[config.mk]
export PLATFORM = sky130hd
export DESIGN_NAME = vram_pixel_writer
export DESIGN_NICKNAME = d
export VERILOG_FILES = /design/src/rtl/vram_pixel_writer.sv
export SDC_FILE = /design/constraint.sdc
export NUM_CORES = 1
export LEC_CHECK = 0
export CORE_UTILIZATION = 48
export CTS_BUF_LIST = sky130_fd_sc_hd__clkbuf_16
export DETAILED_ROUTE_END_ITERATION = 7
export GPL_TIMING_DRIVEN = 0
export PLACE_DENSITY = 0.8
export SETUP_SLACK_MARGIN = 0.05
export SYNTH_ARGS = -nofsm -noshare
export SYNTH_HDL_FRONTEND = slang
export SYNTH_SLANG_ARGS = --single-unit
[constraint.sdc]
create_clock -name clk -period 2.3 [get_ports clk]
set_input_delay 0.575 -clock clk [delete_from_list [all_inputs] [get_ports clk]]
set_output_delay 0.575 -clock clk [all_outputs]
set_load 0.01 [all_outputs]
[src/rtl/vram_pixel_writer.sv]
// vram_pixel_writer: plots single pixels into ZX Spectrum screen RAM.
// Each plot is a read-modify-write of the bitmap byte and, optionally, of
// the attribute byte (ink field only). The screen layout matches the display
// fetch path, so plotted pixels show up unchanged.
//
// Ports:
//   clk, reset          system clock, synchronous active-high reset
//   req_valid/req_ready plot command handshake (ready only while idle)
//   req_x, req_y        pixel column 0..255, line 0..Y_LINES-1
//   req_op              00 clear, 01 set, 10 toggle, 11 attribute only
//   req_ink, req_attr_we ink colour and attribute-update enable
//   done, err           one-cycle pulses: command finished / rejected
//   cls_start, cls_attr screen clear trigger and attribute fill value
//   ad_video, din_video, we_video, dout_video  single-port sync RAM
//
// Build option: define CLS_EN to enable the whole-screen clear. Without it
// cls_start and cls_attr are ignored.

module vram_pixel_writer #(
    parameter int ATTR_BASE = 6144,
    parameter int Y_LINES   = 192
) (
    input  logic        clk,
    input  logic        reset,
    input  logic        req_valid,
    output logic        req_ready,
    input  logic [7:0]  req_x,
    input  logic [7:0]  req_y,
    input  logic [1:0]  req_op,
    input  logic [2:0]  req_ink,
    input  logic        req_attr_we,
    output logic        done,
    output logic        err,
    input  logic        cls_start,
    input  logic [7:0]  cls_attr,
    output logic [12:0] ad_video,
    output logic [7:0]  din_video,
    output logic        we_video,
    input  logic [7:0]  dout_video
);

    localparam logic [3:0] S_IDLE      = 4'd0;
    localparam logic [3:0] S_ERR       = 4'd1;
    localparam logic [3:0] S_RD_PIX    = 4'd2;
    localparam logic [3:0] S_WAIT_PIX  = 4'd3;
    localparam logic [3:0] S_WR_PIX    = 4'd4;
    localparam logic [3:0] S_RD_ATTR   = 4'd5;
    localparam logic [3:0] S_WAIT_ATTR = 4'd6;
    localparam logic [3:0] S_WR_ATTR   = 4'd7;
    localparam logic [3:0] S_DONE      = 4'd8;
`ifdef CLS_EN
    localparam logic [3:0] S_CLS_FILL  = 4'd9;
    localparam int         CLS_LAST    = ATTR_BASE + 767;
`endif

    logic [3:0]  state;
    logic [3:0]  state_next;
    logic [7:0]  x_q;
    logic [7:0]  y_q;
    logic [1:0]  op_q;
    logic [2:0]  ink_q;
    logic        attr_we_q;
    logic [7:0]  data_q;
    logic        take_req;
    logic        y_bad;
    logic [12:0] pix_addr;
    logic [12:0] attr_addr;
    logic [7:0]  mask;
    logic [7:0]  pix_new;

`ifdef CLS_EN
    logic [12:0] cls_cnt;
    logic [7:0]  cls_attr_q;
    logic        take_cls;

    assign take_cls  = (state == S_IDLE) && !reset && cls_start;
    // A clear request wins over a plot request in the same cycle.
    assign req_ready = (state == S_IDLE) && !reset && !cls_start;
`else
    logic unused_cls;

    assign unused_cls = ^{cls_start, cls_attr};
    assign req_ready  = (state == S_IDLE) && !reset;
`endif

    assign take_req = req_valid && req_ready;
    assign y_bad    = {24'd0, req_y} >= Y_LINES;

    // Spectrum bitmap interleave: third, pixel row in cell, cell row, column.
    assign pix_addr  = {y_q[7:6], y_q[2:0], y_q[5:3], x_q[7:3]};
    assign attr_addr = 13'(ATTR_BASE) + {3'b000, y_q[7:3], x_q[7:3]};
    // x=0 is the leftmost pixel, held in bit 7.
    assign mask      = 8'h80 >> x_q[2:0];

    always_comb begin
        pix_new = data_q;
        case (op_q)
            2'b00:   pix_new = data_q & ~mask;
            2'b01:   pix_new = data_q | mask;
            2'b10:   pix_new = data_q ^ mask;
            default: pix_new = data_q;
        endcase
    end

    always_comb begin
        state_next = state;
        case (state)
            S_IDLE: begin
`ifdef CLS_EN
                if (take_cls) begin
                    state_next = S_CLS_FILL;
                end else
`endif
                if (take_req) begin
                    if (y_bad) begin
                        state_next = S_ERR;
                    end else if (req_op == 2'b11) begin
                        state_next = S_RD_ATTR;
                    end else begin
                        state_next = S_RD_PIX;
                    end
                end
            end
            S_ERR:       state_next = S_IDLE;
            S_RD_PIX:    state_next = S_WAIT_PIX;
            S_WAIT_PIX:  state_next = S_WR_PIX;
            S_WR_PIX: begin
                if (attr_we_q || op_q == 2'b11) begin
                    state_next = S_RD_ATTR;
                end else begin
                    state_next = S_DONE;
                end
            end
            S_RD_ATTR:   state_next = S_WAIT_ATTR;
            S_WAIT_ATTR: state_next = S_WR_ATTR;
            S_WR_ATTR:   state_next = S_DONE;
            S_DONE:      state_next = S_IDLE;
`ifdef CLS_EN
            S_CLS_FILL: begin
                if (cls_cnt == 13'(CLS_LAST)) begin
                    state_next = S_DONE;
                end
            end
`endif
            default:     state_next = S_IDLE;
        endcase
    end

    always_ff @(posedge clk) begin
        if (reset) begin
            state     <= S_IDLE;
            x_q       <= 8'd0;
            y_q       <= 8'd0;
            op_q      <= 2'd0;
            ink_q     <= 3'd0;
            attr_we_q <= 1'b0;
            data_q    <= 8'd0;
        end else begin
            state <= state_next;
            if (take_req) begin
                x_q       <= req_x;
                y_q       <= req_y;
                op_q      <= req_op;
                ink_q     <= req_ink;
                attr_we_q <= req_attr_we;
            end
            if (state == S_WAIT_PIX || state == S_WAIT_ATTR) begin
                data_q <= dout_video;
            end
        end
    end

`ifdef CLS_EN
    always_ff @(posedge clk) begin
        if (reset) begin
            cls_cnt    <= 13'd0;
            cls_attr_q <= 8'd0;
        end else if (take_cls) begin
            cls_cnt    <= 13'd0;
            cls_attr_q <= cls_attr;
        end else if (state == S_CLS_FILL) begin
            cls_cnt <= cls_cnt + 13'd1;
        end
    end
`endif

    always_comb begin
        ad_video  = 13'd0;
        din_video = 8'd0;
        we_video  = 1'b0;
        case (state)
            S_RD_PIX: ad_video = pix_addr;
            S_WR_PIX: begin
                ad_video  = pix_addr;
                din_video = pix_new;
                we_video  = 1'b1;
            end
            S_RD_ATTR: ad_video = attr_addr;
            S_WR_ATTR: begin
                // Only the ink field changes; paper, bright, flash stay.
                ad_video  = attr_addr;
                din_video = {data_q[7:3], ink_q};
                we_video  = 1'b1;
            end
`ifdef CLS_EN
            S_CLS_FILL: begin
                ad_video  = cls_cnt;
                din_video = (cls_cnt < 13'(ATTR_BASE)) ? 8'h00 : cls_attr_q;
                we_video  = 1'b1;
            end
`endif
            default: begin
                ad_video  = 13'd0;
                din_video = 8'd0;
                we_video  = 1'b0;
            end
        endcase
    end

    assign done = (state == S_DONE);
    assign err  = (state == S_ERR);

endmodule
Word-level counts from Yosys, hierarchy flattened. Index checks and enable logic that the tools add are counted.

Add/subtract/negate cells: 1. Multiply operators: 0. Div/mod/pow operators: 0. Magnitude comparators: 1. Eq/ne operators: 13. Shift-type cells: 1. Multiplexer cells: 9. Bitwise gates (word level): 4. Reduce and logical (&&, ||, !) cells: 10.

Operator list (count): case mux 4 bit (7 select lines) (1); case mux 13 bit (2 select lines) (1); case mux 8 bit (3 select lines) (1); == test 4 x 3 -> 1 bit, second input constant (4); case mux 8 bit (2 select lines) (1); adder 12 x 11 -> 13 bit, first input constant (1); bitwise AND 8 bit (1); == test 4 x 2 -> 1 bit, second input constant (2); greater-or-equal comparator 8 bit, second input constant (1); two-way mux 4 bit (2); NOT 8 bit (1); OR 8 bit (1); right shift 8 x 3 -> 8 bit, first input constant (1); bitwise XOR 8 bit (1); == test 2 bit, second input constant (3); two-way mux 3 bit (2); OR reduction 2 bit (3); == test 4 x 1 -> 1 bit, second input constant (1); == test 4 bit, second input constant (1); zero test 4 bit (1); == test 2 x 1 -> 1 bit, second input constant (1); logical AND 1 bit (2); zero test 2 bit (1); logical OR 1 bit (2); 3 further kinds (3).

Register bits: 34. Bits in latches: 0. Bits in writable memories: 0. Memory bits (read-only): 0. Bits of input ports: 42. Output and inout port bits: 25. Word-level logic and storage cells: 46. Memories: 0.

Logic depth before layout (Yosys ltp). Gate-level depths: netlist of the first run.

Depth after elaboration: 5. Mapped depth: 5. Mapped depth without buffers: 5.

Least setup slack after synthesis of the first run. OpenSTA, ideal clock, no wires.

Kind: register to output. From: register x_q[2]. To: output port din_video[3]. Arrival time: 1.591 ns. Data required time: 1.725 ns. Path slack: 0.134 ns. Stages on the path, launching flop included: 6. Path buffers: 0. Cells stage by stage: dfxtp_1 -> or3b_2 -> ha_1 -> mux2i_1 -> o22ai_1 -> a22o_1.

Longest elaborated chain between the ends: 5. Elaborated cells on any way between the ends: 7. Classes of those cells: shift (1); mux (2); bitwise (4).

RTL lines: from (decl) (line 58) `logic [7:0] x_q;`; from (signal assigned) (line 161) `x_q <= req_x;`; right shift 8 x 3 -> 8 bit (*) (line 93) `assign mask = 8'h80 >> x_q[2:0];`; NOT 8 bit (line 98) `2'b00: pix_new = data_q & ~mask;`; bitwise AND 8 bit (line 98); case mux 8 bit (3 select lines) (*) (line 97) `case (op_q)`; case mux 8 bit (2 select lines) (*) (line 191) `case (state)`; to (decl) (line 37) `output logic [7:0] din_video,`.

Mark *: on every way between the ends. The rest lies on a longest branch, timed or not.

Worst setup path in the final report of the first run.
From: register x_q[1]. To: output port din_video[3].

The elaborated chain is that of the path after synthesis.

==> results of run 1 <==
==> cells in the final DEF (no fill, tap or decap), types with 2 or more instances in the layout <==
cell type        Yosys  final
ha_1                16     11
mux4_2               1      3
dfxtp_2              0      2
nand3b_1             3      3
mux2i_1              5      5
nor2_4               2      2
a211o_1              2      2
o22ai_1              5      5
inv_1               12     14
dfxtp_1             34     29
mux2_4              20     20
buf_4                1     10
nand2_1              8      8
clkbuf_2             0      2
a21oi_1             14     14
nand2b_1             4      3
nand3_1              9      8
dfxtp_4              0      3
dlygate4sd2_1        0     11
buf_6                6     12
nor2_1               4      4
nor3b_1             10      9
buf_2                5     11
clkdlybuf4s50_1      0     31
nor2b_1             25     25
a22o_1               8      8
a221oi_1             2      2
and2_1               2      2
o21ai_0             11     11
a211oi_1             2      2
or3b_4               0      3
nor4b_1              2      2
mux2_2               2      2
ha_4                 0      5
dlymetal6s2s_1       0      4
clkbuf_16            0      5
==> metrics by stage <==
stage,instances,util (%),hold slack (ps),power (W),setup slack [ps]
finish,386,71.19,534.7,0.002041,-263.5
global route,386,71.19,537.8,0.002144,-333.4
CTS,385,70.48,522.5,0.002021,-248.1
detailed placement,368,64.00,513.5,0.001325,-776.2
global placement,368,64.00,509.1,0.001307,-764.0
floorplan,244,-,479.4,0.001126,134.1
==> cells by family after synthesis <==
logic type      count (synthesis)  synth area share [%]
compound gates                 49                 13.35
xor+xnor                        4                 1.767
fa+ha+maj                      16                 8.312
mux                            30                 18.60
flops                          34                 28.26
buf+inv                        28                 6.649
simple gates                   83                 23.07
==> layout make-up <==
cell class                      count  share of cell area (%)
Clock inverter                      2                  0.2203
Multi-Input combinational cell    182                   49.83
Inverter                           12                   1.322
Buffer                             15                   4.003
Clock buffer                        5                   3.672
Timing Repair Buffer               69                   18.11
Tap cell                           67                   2.461
Sequential cell                    34                   20.38
==> flip-flops by register name (all words and copies together), names as in the netlist <==
name / count
attr_we_q: 1
x_q: 8
data_q: 8
ink_q: 3
op_q: 2
y_q: 8
state: 4
==> metal layers <==
layer	global-route usage [%]	vias up	wire, µm
met5	0	-	0
met4	6.100	0	70
met3	4.696	7	274
met2	44.96	61	3042
met1	30.51	1011	2723
li1	-	1022	-
==> path summary, 6_finish.rpt <==
check / slack [ps] / cells after the start / endpoint / start
max: -260 / 7 / din_video[3] / x_q[1]
min: 530 / 2 / data_q[5] / data_q[5]
max reg2reg: 590 / 6 / data_q[0] / state[2]
min reg2reg: 530 / 2 / data_q[5] / data_q[5]
==> power groups by stage <==
stage | Clock (W) | Sequential [W] | Combinational, W
5_1_grt | 0.000654 | 0.000716 | 0.000774
6_report | 0.000619 | 0.000707 | 0.000715
3_3_place_gp | 0 | 0.000715 | 0.000591
3_5_place_dp | 0 | 0.000717 | 0.000607
2_1_floorplan | 0 | 0.000698 | 0.000427
4_1_cts | 0.000624 | 0.000705 | 0.000691
==> worst max-delay path: cells and delay by family (launching register included) <==
kind                     cells  cell delay (ps)
AND/OR/NAND/NOR              1              410
multiplexers                 1              160
AO/OA/AOI/OAI                2              320
buffers and inverters        2              250
adder cells (fa/ha/maj)      1              220
flip-flops                   1              350
==> what timing repair did <==
item                       CTS  global route
resized for setup           91            13
setup endpoints to repair   25            19
buffers inserted            11             1
pin swaps                   15             5
gates cloned                 0             0
==> metrics.md, run 1 <==
| Metric | Value |
|---|---|
| Status | `complete, but fails checks` |
| Failing checks | `setup timing` |
| Psw | `0.0006088 W` |
| Critical path required time | `between 1500 and 2000 ps` |
| Post-DP Area | `just over 3000 µm²` |
| Post-DRT Antenna Nets | `0` |
| CTS max path bufs | `2` |
| Max Cap Viol | `0` |
| CTS tree | `built` |
| Initial DRC count | `between 100 and 150` |
| Count leader, synth | `dfxtp_1` |
| Final hold vios | `0` |
| Fin nets | `377` |
| Worst-path cell chain | `buf_6 > or3b_4 > ha_4 > mux2i_1 > o22ai_1 > a22o_1 > buf_2` |
| Predominant post-synthesis flop cell | `dfxtp_1` |
| Ys async rst share | `0%` |
| GP Congestion | `between 0.7 and 0.8` |
| Post-Layout Inst Area | `approximately 3400 µm²` |
| Die area | `~5300 µm²` |
| Slew @ Worst Pin | `651.7 ps` |
| Critical path class | `flip-flop to output pin` |
| Synth top area share | `about 28%` |
| Final min period | `around 2600 ps` |
| Peak Freq | `0.3901 GHz` |
| CTS H-tree lvls | `2` |
| Skew final | `roughly 1.6 ps` |
| Maximum fanout along the worst path | `5` |
| Area delta synth->final | `41.45%` |
| CP endpoint kind | `output pin` |
| First-pass GRT wire length | `between 10000 and 15000 µm` |
| Clock transition at path regs | `roughly 50 ps` |
| Sw Share | `29.82%` |
| Filler cells | `~380` |
| Setup TNS | `-1461 ps` |
| Vias | `~2100` |
| Sink Count | `34` |
| Synth top cells by count | `dfxtp_1, nor2b_1, mux2_4` |
| Cell Pwr Density | `between 500 and 600 nW/µm²` |
| Drt first pass iters | `7` |
| Fraction of layout cells with a size suffix above 1 | `a little under 30%` |
| Number of global-route vias before repair | `between 2000 and 2500` |
| Slew Viols, Final | `0` |
| Largest net degree at the start of global routing | `20` |
| Synth cell types | `50` |
| Period utilisation layout | `111.5%` |
| FF+latch area | `~690 µm²` |
| Clk root buf | `clkbuf_16` |
| Pint | `0.001433 W` |
| CP max-delay cell | `or3b_4` |
| Row Count | `25` |
| Routed vias/inst | `around 5.4` |
| Seq/Total Area, Yosys | `~28%` |
| Sequential power share | `approximately a third` |
| Antenna fix cells | `0` |
| Syn nets | `between 300 and 400` |
| Mapped Area | `around 2400 µm²` |
| Synthesized flop and latch total | `34` |
| Worst-Skew Late Latency | `270 ps` |
| Initial antenna violation count | `0` |
| IR Drop Worst-Case VDD | `about 0.44 mV` |
| Global route overflow | `0` |
| Count of final setup violators | `8` |
| DRC viols | `0` |
| Cells after Synth | `around 240` |
| CTS Hold Bufs | `0` |
| DP HPWL | `4086 µm` |
| Routed wire length | `6110 µm` |
| Slew headroom | `a little under three fifths` |
| Synthesized area per cell | `between 9 and 10 µm²` |
| GRT Resource Usage Total | `24.93%` |
| DIE HEIGHT | `approximately 73 µm` |
| Clock Power Share | `between 30% and 40%` |
| EDFF count, synth | `0` |
| RSZ-0062 raised after global routing | `true` |
| Leakage | `about 1.5 nW` |
| Initial Util | `between 50 and 60%` |
| Core area | `~4800 µm²` |
| I/O pins | `67` |
| Ys Warns | `0` |
| Total CTS buffers | `5` |
| Yosys top cell by area | `dfxtp_1` |
| Final WS setup | `-263.5 ps` |
| Worst setup SP type | `flip-flop` |
| Combinational share of power | `roughly a third` |
| I/O Buffers | `57` |
| Largest cells by area after synthesis | `dfxtp_1, mux2_4, ha_1` |
| Die W | `approximately 73 µm` |
| Critical path data arrival time | `1990 ps` |
| Average wire per cell in the routed design | `between 15 and 20 µm` |
| Critical path's largest stage delay | `around 410 ps` |
| Area of the multi-input gates | `about 1700 µm²` |
| Worst Hold Class | `flip-flop to flip-flop` |
Note: power is estimated with default switching activity, not from simulation.
==> inputs of run 2 (changes only) <==
--- a/config.mk
+++ b/config.mk
@@ -5,12 +5,13 @@
 export SDC_FILE = /design/constraint.sdc
 export NUM_CORES = 1
 export LEC_CHECK = 0
-export CORE_UTILIZATION = 48
+export CORE_UTILIZATION = 35
 export CTS_BUF_LIST = sky130_fd_sc_hd__clkbuf_16
 export DETAILED_ROUTE_END_ITERATION = 7
 export GPL_TIMING_DRIVEN = 0
-export PLACE_DENSITY = 0.8
+export MAX_ROUTING_LAYER = met4
 export SETUP_SLACK_MARGIN = 0.05
+export SKIP_LAST_GASP = 1
 export SYNTH_ARGS = -nofsm -noshare
 export SYNTH_HDL_FRONTEND = slang
 export SYNTH_SLANG_ARGS = --single-unit
==> run 2 against run 1 <==
Compared with the run above: the run ends with DRC, setup timing left; combinational power down 5.2%; register-to-register slack better by 250 ps; fmax up 1.9%; total power down 1.6%; largest cell class unchanged.
==> metrics.md, run 2 (same netlist as run 1, synthesis figures left out) <==
| Metric | Value |
|---|---|
| Status | `complete, but fails checks` |
| Failing checks | `DRC, setup timing` |
| Slew Viols, Final | `0 (unchanged)` |
| Tot Pwr | `0.002008 W (-1.6%)` |
| CP endpoint kind | `output pin` |
| Area delta synth->final | `39.43%` |
| Count of final setup violators | `9 (+1)` |
| Global route overflow | `0 (unchanged)` |
| Critical path's largest stage delay | `450 ps (+40 ps)` |
| Die area | `7217 µm² (+36%)` |
| Worst-Skew Late Latency | `280 ps (about the same)` |
| Drt first pass iters | `8 (+1)` |
| Clock transition at path regs | `50 ps (about the same)` |
| Number of global-route vias before repair | `2105 (+0.48%)` |
| Peak Freq | `0.3977 GHz (+1.9%)` |
| CTS H-tree lvls | `2 (unchanged)` |
| RSZ-0062 raised after global routing | `true` |
| Critical path class | `flip-flop to output pin` |
| Worst-path cell chain | `buf_6 > nand3b_1 > ha_1 > mux4_2 > a22o_1 > buf_2` |
| Fraction of layout cells with a size suffix above 1 | `28.89% (-0.26 points)` |
| Filler cells | `642 (+68%)` |
| Max Cap Viol | `0 (unchanged)` |
| Initial antenna violation count | `0 (unchanged)` |
| Maximum fanout along the worst path | `5 (unchanged)` |
| Vias | `2030 (-3.4%)` |
| Critical path data arrival time | `1940 ps (-50 ps)` |
| Fin nets | `373 (-1.1%)` |
| Cell Pwr Density | `598.0 nW/µm² (-0.20%)` |
| Slew headroom | `56.07% (-0.18 points)` |
| Sink Count | `34 (unchanged)` |
| CTS max path bufs | `2 (unchanged)` |
| Clk root buf | `clkbuf_16` |
| CP max-delay cell | `mux4_2` |
| Routed wire length | `5986 µm (-2.0%)` |
| Core area | `6495 µm² (+36%)` |
| Commonest non-fill, non-tap cell in the layout | `clkdlybuf4s50_1` |
| Largest net degree at the start of global routing | `11 (-45%)` |
| Skew final | `4.214 ps (+2.590 ps)` |
| GP Congestion | `0.8135 (+6.4%)` |
| First-pass GRT wire length | `9936 µm (-1.8%)` |
| Antenna fix cells | `0 (unchanged)` |
| DRC viols | `3 (+3)` |
| Die W | `84.96 µm (+17%)` |
| DP HPWL | `4174 µm (+2.1%)` |
| Post-DP Area | `3075 µm² (+0.41%)` |
| Final WS setup | `-214.6 ps (+48.86 ps)` |
| Most frequent cells in the layout | `clkdlybuf4s50_1, dfxtp_1, nor2b_1` |
| I/O Buffers | `57 (unchanged)` |
| Leakage | `1.439 nW (-4.9%)` |
| Critical path required time | `1730 ps (about the same)` |
| Period utilisation layout | `109.3% (-2.1 points)` |
| Average wire per cell in the routed design | `15.27 µm (-3.5%)` |
| Biggest regs | `data_q: 8 flops, x_q: 8 flops, y_q: 8 flops` |
| Routed vias/inst | `5.179 (-4.9%)` |
| Post-Layout Inst Area | `3358 µm² (-1.4%)` |
| Initial DRC count | `67 (-41%)` |
| I/O pins | `67 (unchanged)` |
| IR Drop Worst-Case VDD | `0.3168 mV (-28%)` |
| Post-DRT Antenna Nets | `0 (unchanged)` |
| Worst setup SP type | `flip-flop` |
| Pre-CTS setup slack | `-820.8 ps (-44.66 ps)` |
| Final min period | `2515 ps (-48.86 ps)` |
| Final hold vios | `0 (unchanged)` |
| DIE HEIGHT | `84.96 µm (+17%)` |
| Total CTS buffers | `5 (unchanged)` |
| Initial Util | `37.08% (-13 points)` |
| Slew @ Worst Pin | `654.3 ps (+2.616 ps)` |
| Row Count | `29 (+16%)` |
| CTS tree | `built` |
| GRT Resource Usage Total | `18.05% (-6.9 points)` |
| Worst Hold Class | `flip-flop to flip-flop` |
==> run 2: timing repair <==
item                       in CTS  in global routing
hold buffers                    0                  0
resized for setup              91                 10
setup endpoints to repair      25                 20
pin swaps                      11                  4
cloned                          0                  0
buffers inserted                7                  0
==> run 2: final cells by class <==
cell class / count / area [µm²] / share of cell area, %
clock inverters: 2 / 7.507 / 0.2235
clock buffers: 5 / 125.1 / 3.726
repair buffers: 64 / 559.3 / 16.65
plain buffers: 16 / 137.6 / 4.098
inverters: 12 / 45.04 / 1.341
multi-input cells: 182 / 1694 / 50.45
flip-flops and latches: 34 / 693.2 / 20.64
well taps: 77 / 96.34 / 2.869
==> run 2: critical path: cells and delay by family, from the launching register on <==
kind            cells  cell delay, ps
mux                 1             450
flops               1             370
fa+ha+maj           1             290
buf+inv             2             250
compound gates      1             190
simple gates        1             110
==> run 2: final timing paths <==
| path | from | slack (ps) | end | cells past startpoint |
|---|---|---|---|---|
| max reg2reg | state[0] | 840 | data_q[7] | 4 |
| min reg2reg | data_q[5] | 530 | data_q[5] | 2 |
| max | x_q[1] | -210 | din_video[1] | 6 |
| min | data_q[5] | 530 | data_q[5] | 2 |
==> run 2: where the power goes <==
group	switching (W)	internal, W	leakage (nW)
Combinational	0.000306	0.000372	1.09
Clock	0.000236	0.000387	0.0723
Sequential	0.0000517	0.000656	0.281
Total	0.000594	0.00141	1.44
==> run 2: per-stage QoR <==
step	instances	setup TNS (ps)	utilization, %	hold slack [ps]
after floorplan	244	0	-	479.4
after global placement	378	-4402	47.35	502.5
final	392	-1271	51.70	527.2
after global routing	392	-1919	51.70	566.9
after CTS	392	-1551	51.34	524.2
after detailed placement	378	-4133	47.35	517.4
==> run 2: metal layers <==
metal  part of all wire, %  global-route usage [%]  vias to the layer above
met5                     0                       -                        -
met4                   1.1                   5.085                        0
met3                   4.8                   4.183                        7
met2                    47                   29.40                       50
met1                    47                   22.37                      959
li1                      -                       -                     1014
